--- config.mk ---
export PLATFORM = sky130hd
export DESIGN_NAME = mem_wb_stage
export DESIGN_NICKNAME = d
export VERILOG_FILES = /design/src/rtl/mem_wb_stage.sv
export SDC_FILE = /design/constraint.sdc
export NUM_CORES = 1
export LEC_CHECK = 0
export ABC_AREA = 1
export BUFFER_PORTS_ARGS = -buffer_cell sky130_fd_sc_hd__buf_4
export CORE_ASPECT_RATIO = 0.5
export CORE_MARGIN = 5
export CORE_UTILIZATION = 54
export DETAILED_ROUTE_END_ITERATION = 12
export GPL_ROUTABILITY_DRIVEN = 1
export MAX_ROUTING_LAYER = met4
export PLACE_DENSITY_LB_ADDON = 0.12
export SETUP_SLACK_MARGIN = 0.15
export SYNTH_ARGS = -nofsm -noshare
export SYNTH_HDL_FRONTEND = slang
export SYNTH_SLANG_ARGS = --single-unit
--- constraint.sdc ---
create_clock -name Clock -period 4.7 [get_ports Clock]
set_input_delay 0.705 -clock Clock [delete_from_list [all_inputs] [get_ports Clock]]
set_output_delay 0.705 -clock Clock [all_outputs]
set_load 0.03 [all_outputs]
--- src/rtl/mem_wb_stage.sv ---
// mem_wb_stage: MEM/WB pipeline register and writeback formatter.
//
// Captures the memory stage's ALU result, raw read word and control bits on each rising edge.
// Load data is extracted by byte offset and width, then sign- or zero-extended.
// The selected writeback value, destination and write strobe are presented from registers.
// Also flags misaligned loads and counts retired instructions.
//
// Ports:
//   Clock, Reset              rising-edge clock, synchronous active-high reset
//   Stall, Flush              hold all state / insert a bubble (Flush wins over Stall)
//   In_Valid                  incoming slot holds a real instruction
//   R_Enable, R_Width,        load control: enable, width (00 word, 01 half, 10 byte,
//   R_Signed                  11 word), sign-extend select
//   WB_Sel                    writeback source (00 ALU, 01 load, 10 link, 11 ALU)
//   RegWrite, Dest_Reg        register-file write request and destination
//   ALUResult, R_Data,        ALU result / load byte address, raw aligned memory word,
//   PC_Plus_Four              link value
//   WB_Data, WB_Dest,         registered writeback value, destination, write strobe
//   WB_RegWrite
//   WB_Valid, Misaligned      registered slot valid and misaligned-load flag
//   Retire_Count              wrapping count of retired instructions
module mem_wb_stage #(
  parameter int unsigned DATA_W = 32,  // only 32 is supported
  parameter int unsigned REG_AW = 5
) (
  input  logic              Clock,
  input  logic              Reset,
  input  logic              Stall,
  input  logic              Flush,
  input  logic              In_Valid,
  input  logic              R_Enable,
  input  logic [1:0]        R_Width,
  input  logic              R_Signed,
  input  logic [1:0]        WB_Sel,
  input  logic              RegWrite,
  input  logic [REG_AW-1:0] Dest_Reg,
  input  logic [DATA_W-1:0] ALUResult,
  input  logic [DATA_W-1:0] R_Data,
  input  logic [DATA_W-1:0] PC_Plus_Four,
  output logic [DATA_W-1:0] WB_Data,
  output logic [REG_AW-1:0] WB_Dest,
  output logic              WB_RegWrite,
  output logic              WB_Valid,
  output logic              Misaligned,
  output logic [31:0]       Retire_Count
);

  logic [1:0]        off;
  logic [7:0]        sel_byte;
  logic [15:0]       sel_half;
  logic              is_byte;
  logic              is_half;
  logic [DATA_W-1:0] load_data;
  logic              misalign;
  logic [DATA_W-1:0] wb_data_d;
  logic              wb_we_d;

  always_comb begin
    off      = ALUResult[1:0];
    is_byte  = (R_Width == 2'b10);
    is_half  = (R_Width == 2'b01);

    // Little-endian byte lane select.
    case (off)
      2'd0:    sel_byte = R_Data[7:0];
      2'd1:    sel_byte = R_Data[15:8];
      2'd2:    sel_byte = R_Data[23:16];
      default: sel_byte = R_Data[31:24];
    endcase
    sel_half = off[1] ? R_Data[31:16] : R_Data[15:0];

    if (is_byte) begin
      load_data = {{24{R_Signed & sel_byte[7]}}, sel_byte};
    end else if (is_half) begin
      load_data = {{16{R_Signed & sel_half[15]}}, sel_half};
    end else begin
      load_data = R_Data;
    end

    // Byte loads can never be misaligned; width 11 behaves as a word.
    misalign = In_Valid & R_Enable &
               (is_half ? off[0] : (!is_byte && (off != 2'b00)));

    case (WB_Sel)
      2'b01:   wb_data_d = load_data;
      2'b10:   wb_data_d = PC_Plus_Four;
      default: wb_data_d = ALUResult;
    endcase

    wb_we_d = RegWrite & In_Valid & ~misalign & (Dest_Reg != '0);
  end

  always_ff @(posedge Clock) begin
    if (Reset) begin
      WB_Data      <= '0;
      WB_Dest      <= '0;
      WB_RegWrite  <= 1'b0;
      WB_Valid     <= 1'b0;
      Misaligned   <= 1'b0;
      Retire_Count <= '0;
    end else begin
      // An instruction retires when it leaves the stage, i.e. on the first
      // unstalled edge while it is held, so a long stall counts it once.
      if (WB_Valid && !Stall) begin
        Retire_Count <= Retire_Count + 32'd1;
      end
      if (Flush) begin
        WB_Data     <= '0;
        WB_Dest     <= '0;
        WB_RegWrite <= 1'b0;
        WB_Valid    <= 1'b0;
        Misaligned  <= 1'b0;
      end else if (!Stall) begin
        WB_Data     <= wb_data_d;
        WB_Dest     <= Dest_Reg;
        WB_RegWrite <= wb_we_d;
        WB_Valid    <= In_Valid;
        Misaligned  <= misalign;
      end
    end
  end

endmodule

==> results.md <==
- Outcome: finished, final reports clean
- Switching share of power: 29.7%
- Max FO, Critical Path: 34
- Met3 usage: 5.41%
- Worst setup SP type: input pin
- CTS Root Cell: clkbuf_16
- Vias post-DR: 6153
- Resize count post-CTS: 0
- I/O pin count: 185
- Gr ovfl total: 0
- Comb pwr share: 22.3%
- Highest cell delay on the worst timing path: 460 ps
- Clock skew: 7.03 ps
- Worst EP required: 4950 ps
- Post-Place Worst Slack: 2220 ps
- Pwr per Cell Area: 252 nW/um^2
- CP Cell Sequence: buf_4 -> inv_2 -> nor2_4 -> inv_2 -> nor2_2 -> nor2_4 -> nand3_1 -> nand2_1 -> nand2_1 -> a21oi_1
- FMAX: 0.460 GHz
- RD Place Congestion: 1.02
- Fin Setup TNS: 0 ps
- Syn. warnings: 0
- PortBufs: 184
- Number of DRC markers in iteration 0: 397
- Dpl hpwl: 12.8 mm
- First-pass GRT wire length: 27.6 mm
- Psw: 0.499 mW
- Initial core utilization: 56.6%
- Reg-to-Reg End: Retire_Count[16]$_SDFFE_PP0P_
- All-Layer GR Usage: 29.4%
- Final worst-path cycle share: 46.2%
- CTS tree: built
- DIE HEIGHT: 78.4 um
- Die area: 11500 sq um
- Internal power: 1.18 mW
- HP Start: WB_Dest[0]$_SDFFE_PP0N_
- Antenna Nets Post-Route: 0
- Final nets: 1126
- Min-Delay Path Class: reg -> reg
- Flop2flop setup slack: 2910 ps
- Post-DR vias/cell: 5.44
- Leakage: 3.17 nW
- Worst-Margin Slew: 1190 ps
- Flop pwr share: 37.7%
- Hold Buf Count CTS: 0
- Largest net degree at the start of global routing: 74
- Max-Cap Viols: 0
- R2R depth: 10
- Worst path buffer plus inverter count: 3
- Hold path cells: 2
- Final hold violations: 0
- FF-to-FF Start: Retire_Count[1]$_SDFFE_PP0P_
- Clock sink count: 72
- Fraction of layout cells with a size suffix above 1: 24.2%
- Pre-antenna DRT Iters: 5
- Pwr Total: 1.68 mW
- Yosys reg bits: 72
- Worst hold path endpoint: WB_Dest[0]$_SDFFE_PP0N_
- Family with the most delay on the worst path: simple AND/OR/NAND/NOR gates
- CTS Buf Count: 9
- Syn Nets: 972
- Peak VDD IR: 0.224 mV
- CTS clk-pin slew, worst paths: 60 ps
- Vias in the first global route: 5847
- # rows: 24
- Post-CTS Setup Bufs: 0
- Unrepaired setup endpoints after global routing: no
- Htree depth: 3
- Max Root-Sink Buffers: 2
- Synthesis-to-layout area growth: 32.2%
- Max transition margin: 20.8%
- Initial antenna violation count: 0
- Syn avg cell area: 5.90 sq um
- # diodes: 0
- Wirelength, routed: 16.8 mm
- Clock network power share: 40.0%
- Die Span X: 147 um
- Final Setup Violations: 0
- Most Crowded Layer GR: met2
- Distinct cells, synth: 34
- Final-report max-slew violation count: 0
- Fin crit period: 2170 ps
- Mapped Area: 5050 sq um
- Synthesized instance count: 856
- Met2 Track Usage GR: 49.4%
- Worst-Skew Late Latency: 330 ps
- Core ar.: 8920 sq um
- Routed length per instance: 14.8 um
- Crit. End Element: flop
- Worst setup slack after layout: 2530 ps
- M1 GR Usage: 37.3%
- Slowest cell on crit path: nor2_4
- Seq/Total Area, Yosys: 28.6%
- Residual DRC: 0
- CP Class: in -> reg
- CP Launch Point: R_Width[1]
- Critical path arrival: 2420 ps
==> cells in the final DEF (no fill, tap or decap), types with 9 or more instances in the layout <==
cell,n
nand2_1,297
buf_4,185
nand3_1,88
inv_1,87
a21oi_1,87
dfxtp_1,72
o21ai_0,57
nor2_1,43
nor3_1,12
a21oi_2,10
clkbuf_16,9
==> area by class of cell <==
class                   count  area [sq um]
inverters                  94           358
clock inverters             5          58.8
fillers                   760          2240
flip-flops and latches     72          1440
multi-input cells         648          3050
well taps                 117           146
repair buffers            185          1390
clock buffers              10           229
==> metrics by stage <==
stage / hold slack [ps] / utilization, % / area (sq um) / std cells
4_1_cts: 470 / 74.8 / 6670 / 1131
2_1_floorplan: 580 / - / 5050 / 856
3_3_place_gp: 449 / 71.6 / 6390 / 1116
6_report: 467 / 74.8 / 6670 / 1131
5_1_grt: 506 / 74.8 / 6670 / 1131
3_5_place_dp: 462 / 71.6 / 6390 / 1116
==> tightest hold or removal path, cell delays in order (launching register included) <==
cell and delay, ps:
dfxtp_1 310, nand2_1 50, a21oi_1 60
==> worst max-delay path by stage <==
stage	end	depth (start not counted)	slack [ps]
2_1_floorplan	WB_Data[21]$_SDFFE_PP0N_	8	2840
3_3_place_gp	WB_Data[29]$_SDFFE_PP0N_	10	2270
3_5_place_dp	WB_Data[8]$_SDFFE_PP0N_	10	2220
4_1_cts	WB_Data[8]$_SDFFE_PP0N_	10	2560
5_1_grt	WB_Data[8]$_SDFFE_PP0N_	10	2370
6_report	WB_Data[8]$_SDFFE_PP0N_	10	2530
==> state kept, by name, summed over array words and instances, names as in the netlist <==
signal	cells
WB_Dest	5
WB_Valid	1
WB_Data	32
Misaligned	1
Retire_Count	32
WB_RegWrite	1
==> Yosys cell counts <==
master    number  area share (%)
and3_1         1            0.12
xor2_1         2            0.35
nand3_2        3            0.59
buf_2          9            0.89
nor3_2         1            0.20
o211ai_1       7             1.0
o21ai_0       57             5.7
buf_1          1           0.074
clkbuf_1      26             1.9
nand2_2        7            0.87
nor2_1        44             3.3
nand2_1      297              22
o21bai_1       1            0.15
o21a_1         1            0.15
nand4_1        3            0.37
a21oi_2       10             1.7
nand3b_1       7             1.0
a21oi_1       87             8.6
dfxtp_1       72              29
inv_1         87             6.5
nand2_4        1            0.22
nor2_4         7             1.6
nor2_2         5            0.62
clkinv_4       1            0.17
nand3_4        1            0.35
nor2_8         1            0.40
buf_6          3            0.67
nand3_1       88             8.7
buf_4          3            0.45
o21ai_2        1            0.17
ha_1           3            0.74
nor4_1         1            0.12
inv_2          6            0.45
nor3_1        12             1.2
==> per-layer routing <==
layer / share of wire (%) / up-vias / routed length, um
met4: 1.4 / 0 / 235
met5: 0 / - / 0
met2: 48 / 290 / 8000
met3: 8.0 / 27 / 1350
met1: 43 / 2782 / 7190
li1: - / 3054 / -
==> cells by family (layout without fill, tap and decap cells) <==
logic type	after synthesis	count (layout)	share of synthesized area, %
AO/OA/AOI/OAI	164	164	17.5
AND/OR/NAND/NOR	479	479	41.7
flip-flops	72	72	28.6
XOR/XNOR	2	2	0.347
buffers and inverters	136	294	11.1
adder cells (fa/ha/maj)	3	3	0.744
==> power groups by stage <==
stage / registers [mW] / logic [mW] / clock network [mW]
final: 0.635 / 0.375 / 0.673
after global routing: 0.636 / 0.411 / 0.716
after CTS: 0.635 / 0.370 / 0.683
after detailed placement: 0.648 / 0.368 / 0
after global placement: 0.648 / 0.365 / 0
after floorplan: 0.678 / 0.190 / 0
No activity file was read; power rests on OpenSTA's default activity.
